`config.mk`:
```
export PLATFORM = sky130hd
export DESIGN_NAME = fxp_mac_sched
export DESIGN_NICKNAME = d
export VERILOG_FILES = /design/src/rtl/fxp_mac_sched_pkg.sv /design/src/rtl/fxp_mac_sched_arb.sv /design/src/rtl/fxp_mac_sched.sv
export SDC_FILE = /design/constraint.sdc
export NUM_CORES = 2
export LEC_CHECK = 0
export ABC_CLOCK_PERIOD_IN_PS = 9900
export CORE_MARGIN = 1
export CORE_UTILIZATION = 56
export DETAILED_ROUTE_END_ITERATION = 8
export HOLD_SLACK_MARGIN = 0.02
export PLACE_DENSITY = 0.79
export SYNTH_ARGS = -nofsm -noshare
export SYNTH_HDL_FRONTEND = slang
export SYNTH_HIERARCHICAL = 1
export SYNTH_SLANG_ARGS = --single-unit
```
`constraint.sdc`:
```
create_clock -name clk -period 9.9 [get_ports clk]
set_input_delay 1.98 -clock clk [delete_from_list [all_inputs] [get_ports clk]]
set_output_delay 1.98 -clock clk [all_outputs]
set_load 0.02 [all_outputs]
```
`src/rtl/fxp_mac_sched_pkg.sv`:
```
// Shared types for the fixed-point MAC scheduler: pipeline tag and saturation limits.
package FPU_p;

   localparam int ID_MAX_W = 8;

   typedef struct packed {
      logic [ID_MAX_W-1:0] id;
      logic                last;
      logic                valid;
   } tag_t;

   // Largest positive (neg=0) or most negative (neg=1) value of a w-bit signed word.
   function automatic logic signed [127:0] sat_limit(input int w, input logic neg);
      logic signed [127:0] one;
      one = 128'sd1;
      if (neg) return -(one <<< (w - 1));
      return (one <<< (w - 1)) - one;
   endfunction

endpackage

```
`src/rtl/fxp_mac_sched_arb.sv`:
```
// Round-robin arbiter: priority search starts at ptr, ptr moves past the winner on accept.
module rr_arbiter
   import FPU_p::*;
#(
   parameter  int N_REQ = 4,
   localparam int ID_W  = $clog2(N_REQ)
) (
   input  logic             clk,
   input  logic             rstn,
   input  logic [N_REQ-1:0] valid,
   input  logic             accept,
   output logic [N_REQ-1:0] grant,
   output logic [ID_W-1:0]  grant_id
);

   logic [ID_W-1:0] ptr;

   always_comb begin
      int   idx;
      logic found;
      grant    = '0;
      grant_id = '0;
      found    = 1'b0;
      idx      = 0;
      for (int i = 0; i < N_REQ; i++) begin
         idx = int'(ptr) + i;
         if (idx >= N_REQ) idx = idx - N_REQ;
         if (!found && valid[idx]) begin
            found       = 1'b1;
            grant[idx]  = 1'b1;
            grant_id    = ID_W'(idx);
         end
      end
   end

   always_ff @(posedge clk or negedge rstn) begin
      if (!rstn) begin
         ptr <= '0;
      end else if (accept) begin
         if (grant_id == ID_W'(N_REQ - 1)) ptr <= '0;
         else                              ptr <= grant_id + 1'b1;
      end
   end

endmodule

```
`src/rtl/fxp_mac_sched.sv`:
```
// Shared fixed-point MAC with round-robin requesters and per-requester accumulators.
// Define FXP_MAC_SAT_EN to saturate product truncation and accumulation instead of wrapping.
module fxp_mac_sched
   import FPU_p::*;
#(
   parameter  int N_REQ  = 4,
   parameter  int N_INT  = 8,
   parameter  int N_MANT = 23,
   parameter  int LAT    = 2,
   localparam int W      = N_INT + N_MANT + 1,
   localparam int ID_W   = $clog2(N_REQ)
) (
   input  logic                  clk,
   input  logic                  rstn,
   input  logic                  clear,
   input  logic [N_REQ-1:0]      req_valid,
   input  logic [N_REQ-1:0]      req_last,
   input  logic signed [W-1:0]   req_a [N_REQ],
   input  logic signed [W-1:0]   req_b [N_REQ],
   output logic [N_REQ-1:0]      req_ready,
   output logic                  out_valid,
   output logic [ID_W-1:0]       out_id,
   output logic signed [W-1:0]   out_data,
   output logic                  busy
);

`ifdef FXP_MAC_SAT_EN
   localparam logic signed [2*W-1:0] PROD_MAX = (2*W)'(sat_limit(W, 1'b0));
   localparam logic signed [2*W-1:0] PROD_MIN = (2*W)'(sat_limit(W, 1'b1));

   function automatic logic signed [W-1:0] fit_prod(input logic signed [2*W-1:0] x);
      if (x > PROD_MAX) return W'(PROD_MAX);
      if (x < PROD_MIN) return W'(PROD_MIN);
      return W'(x);
   endfunction

   function automatic logic signed [W-1:0] acc_add(input logic signed [W-1:0] a,
                                                   input logic signed [W-1:0] b);
      logic signed [W:0] s;
      s = {a[W-1], a} + {b[W-1], b};
      if (s[W] != s[W-1]) return s[W] ? W'(PROD_MIN) : W'(PROD_MAX);
      return s[W-1:0];
   endfunction
`else
   function automatic logic signed [W-1:0] fit_prod(input logic signed [2*W-1:0] x);
      return W'(x);
   endfunction

   function automatic logic signed [W-1:0] acc_add(input logic signed [W-1:0] a,
                                                   input logic signed [W-1:0] b);
      return a + b;
   endfunction
`endif

   logic [N_REQ-1:0]      arb_valid;
   logic [N_REQ-1:0]      grant;
   logic [ID_W-1:0]       gnt_id;
   logic                  accept;
   logic signed [W-1:0]   a_sel;
   logic signed [W-1:0]   b_sel;
   logic signed [2*W-1:0] prod_full;
   logic signed [2*W-1:0] prod_shift;
   logic signed [W-1:0]   prod_fit;

   tag_t                  tag_p  [LAT];
   logic signed [W-1:0]   prod_p [LAT];
   logic signed [W-1:0]   acc    [N_REQ];

   tag_t                  fin;
   logic [ID_W-1:0]       fin_id;
   logic signed [W-1:0]   fin_sum;
   logic                  fin_out;
   logic                  unused_tag;

   // Clear blocks every grant in its cycle, so no term is accepted while flushing.
   assign arb_valid = clear ? '0 : req_valid;

   rr_arbiter #(.N_REQ(N_REQ)) u_arb (
      .clk      (clk),
      .rstn     (rstn),
      .valid    (arb_valid),
      .accept   (accept),
      .grant    (grant),
      .grant_id (gnt_id)
   );

   assign req_ready = rstn ? grant : '0;
   assign accept    = |req_ready;

   assign a_sel      = req_a[gnt_id];
   assign b_sel      = req_b[gnt_id];
   assign prod_full  = (2*W)'(a_sel) * (2*W)'(b_sel);
   assign prod_shift = prod_full >>> N_MANT;
   assign prod_fit   = fit_prod(prod_shift);

   // Stage p0 captures the accepted term; later stages are a plain delay line.
   always_ff @(posedge clk or negedge rstn) begin
      if (!rstn) begin
         for (int i = 0; i < LAT; i++) tag_p[i] <= '0;
      end else if (clear) begin
         for (int i = 0; i < LAT; i++) tag_p[i] <= '0;
      end else begin
         tag_p[0] <= '{id: ID_MAX_W'(gnt_id), last: req_last[gnt_id], valid: accept};
         for (int i = 1; i < LAT; i++) tag_p[i] <= tag_p[i-1];
      end
   end

   always_ff @(posedge clk) begin
      prod_p[0] <= prod_fit;
      for (int i = 1; i < LAT; i++) prod_p[i] <= prod_p[i-1];
   end

   always_comb begin
      busy = 1'b0;
      for (int i = 0; i < LAT; i++) busy = busy | tag_p[i].valid;
   end

   // Final stage: accumulate into the owning requester and emit on last.
   assign fin        = tag_p[LAT-1];
   assign fin_id     = fin.id[ID_W-1:0];
   assign unused_tag = ^fin.id;
   assign fin_sum    = acc_add(acc[fin_id], prod_p[LAT-1]);
   assign fin_out    = fin.valid & fin.last & ~clear;

   always_ff @(posedge clk or negedge rstn) begin
      if (!rstn) begin
         for (int r = 0; r < N_REQ; r++) acc[r] <= '0;
      end else if (clear) begin
         for (int r = 0; r < N_REQ; r++) acc[r] <= '0;
      end else if (fin.valid) begin
         acc[fin_id] <= fin.last ? '0 : fin_sum;
      end
   end

   always_ff @(posedge clk or negedge rstn) begin
      if (!rstn) begin
         out_valid <= 1'b0;
         out_id    <= '0;
         out_data  <= '0;
      end else begin
         out_valid <= fin_out;
         if (fin_out) begin
            out_id   <= fin_id;
            out_data <= fin_sum;
         end
      end
   end

endmodule

```
==> reports/qor.txt <==
Total Wirelength -> 150500 um
Total number of vias -> 37392
H-tree Lvls -> 1
Most common cell on crit path -> fa_1
Max-slew headroom -> 28.68%
Final setup fails -> 31
R2R depth -> 36
Hold Path End -> prod_p[0][35]
Max Cap Violations -> 0
Yosys cell types -> 83
CP Class -> in -> reg
RSZ-0062 raised after global routing -> true
DR DRC count -> 0
Share of layout cells above drive strength 1 -> 21.14%
CTS Sinks -> 237
Synth area leaders -> fa_1 44%, dfrtp_1 9.8%, inv_1 7.8%
Clock Latency Late Sink -> 0.53 ns
Hold Vio Cnt, Final -> 0
Vias in the first global route -> 39476
Synth top cells by count -> 968 x fa_1, 914 x inv_1, 661 x nand2_1, 438 x nor2_1, 210 x ha_1
Die Area -> 79700 um2
Worst hold stages -> 0
Fmax -> 94.42 MHz
Startpoint types -> input pin
Starting Density -> 56.71%
Post-place setup slack -> -1.853 ns
Crit-path max FO -> 11
DR iter-0 viols -> 3358
CTS max path bufs -> 3
Synthesis warning total -> 6
DRT antenna net count -> 0
Drt pass-1 iters -> 6
I/O Buffers -> 306
I/O pin total -> 307
Crit path time final -> 10.59 ns
Register area -> 5612 um2
Post-synthesis sequential area ratio -> 12.75%
Root Driver -> clkbuf_16
Final worst slack -> -0.6909 ns
FP Rows -> 102
Post-Syn Nets -> 6021
CP peak stage delay -> 0.55 ns
Die width -> 282.3 um
Placed insts -> 6259
Finished Layout Cells -> 6419
FF-to-FF End -> prod_p[0][30]
WP data required -> 10.34 ns
CTS tree -> done
Clock transition at path regs -> 0.06 ns
Slew @ Worst Pin -> 1.066 ns
Area delta synth->final -> 27.61%
Global route overflow -> 0
Vias/cell -> 5.825
Core ar. -> 77590 um2
Hold_sp -> prod_p[0][3]
Pins Over Slew Limit -> 0
Final nets -> 6804
Hpwl dp -> 118500 um
Ys flop type -> dfrtp_1
Overall routing resource usage -> 37.30%
Num CTS Buffers -> 25
Initial antenna violation count -> 5
GPL Wtd Cong -> 1.050
Area taken by multi-input logic gates -> 35240 um2
Slowest-stage cell, CP -> or4_4
Number of synthesized register bits -> 237
Status -> finished with violations
Most frequent cell after synthesis -> fa_1
Top cell type by total area after synthesis -> fa_1
Post-synth EDFFs -> 0
Crit share post-route -> 107.0%
Netlist Area Pre-Place -> 44000 um2
Reg-to-reg setup timing slack -> 0.09 ns
Min-delay worst type -> reg -> reg
Clock skew -> 0.02229 ns
Fillcell total -> 5525
Violated checks -> setup timing
CP endpoint kind -> register
Yosys top cell area share -> 44.04%
Avg Cell Area, Syn -> 9.616 um2
Cells after Synth -> 4576
CP arrival -> 11.03 ns
Fraction of registers with async set/reset -> 73.00%
Largest net degree at the start of global routing -> 100
FF-to-FF Start -> u_arb/ptr[1]
First-pass GRT wire length -> 222600 um
WL/cell -> 23.45 um
Die H -> 282.3 um
Cts hold-fix bufs -> 0
## kinds of logic (layout without fill, tap and decap cells)
logic type	after synthesis	in the layout	synth area share (%)
AO/OA/AOI/OAI	471	474	7.848
XOR/XNOR	85	85	1.692
adder cells (fa/ha/maj)	1178	1178	50.01
buffers and inverters	1155	1952	10.13
flip-flops	237	237	12.75
multiplexers	183	184	5.761
other	0	1	0
AND/OR/NAND/NOR	1267	1268	11.81
## final cells by class
class,instances,share of cell area (%)
diodes,1,0.004457
clock buffers,34,1.321
clock inverters,12,0.2050
inverters,915,6.121
multi-input cells,3189,62.75
flip-flops and latches,237,9.994
well taps,1040,2.317
repair buffers,991,17.29
## cells in the final DEF, fill, tap and decap left out, types with 55 or more instances in the layout
master           Yosys  final
nor2_1             438    417
buf_4                1    527
nand2_1            661    635
buf_12               0     81
o21ai_0             79     55
ha_1               210    194
dfrtp_1            173    172
buf_6                4     58
a22o_1             109    108
dfxtp_1             64     64
inv_1              914    884
clkdlybuf4s50_1      0    300
fa_1               968    928
mux2_2              72     61
## metrics by stage
stage	TNS, ns	hold slack [ns]	instance area (um2)	util, %
floorplan	-22.89	0.3096	44690	-
detailed placement	-50.16	0.3121	52900	68.17
CTS	-21.76	0.3254	54000	69.59
global placement	-45.95	0.3116	52900	68.17
global route	-20.02	0.3297	56150	72.36
finish	-13.72	0.3262	56150	72.37
## how the worst max path moves through the flow
stage                            start            end  cells past startpoint  slack [ns]
after detailed placement         clear  prod_p[0][31]                     34       -1.85
after CTS                 req_valid[1]  prod_p[0][28]                     36       -0.92
after global placement           clear  prod_p[0][25]                     35       -1.70
after global routing             clear  prod_p[0][28]                     38       -0.88
final                            clear  prod_p[0][30]                     35       -0.69
after floorplan                  clear  prod_p[0][25]                     38       -1.11
## repair_timing
action,in CTS,in global routing
pin swaps,6,139
setup buffers,9,91
gates resized for setup,48,294
gates cloned,2,15
endpoints found under the setup margin,32,32
## worst max-delay path: cells and delay by family
family,cells,cell delay [ns]
adders and majority gates,9,4.36
and+or+nand+nor,8,1.54
AOI/OAI and AO/OA,7,1.44
buffers and inverters,10,1.36
muxes,1,0.30
## per-layer routing
layer	vias up	GRT usage [%]	wire (um)
met1	18794	46.64	52640
met5	-	0	13
met4	2	18.93	10580
li1	15501	-	-
met3	701	9.251	17990
met2	2394	60.39	69290
## state kept, by name, summed over array words and instances, names as in the netlist
register	count
out_id	2
tag_p	4
acc	128
fin	4
out_valid	1
prod_p	64
u_arb/ptr	2
out_data	32
Power is left out: the tool's default activity adds up to more than one toggle a clock period on the data nets, which glitch-free logic cannot reach.
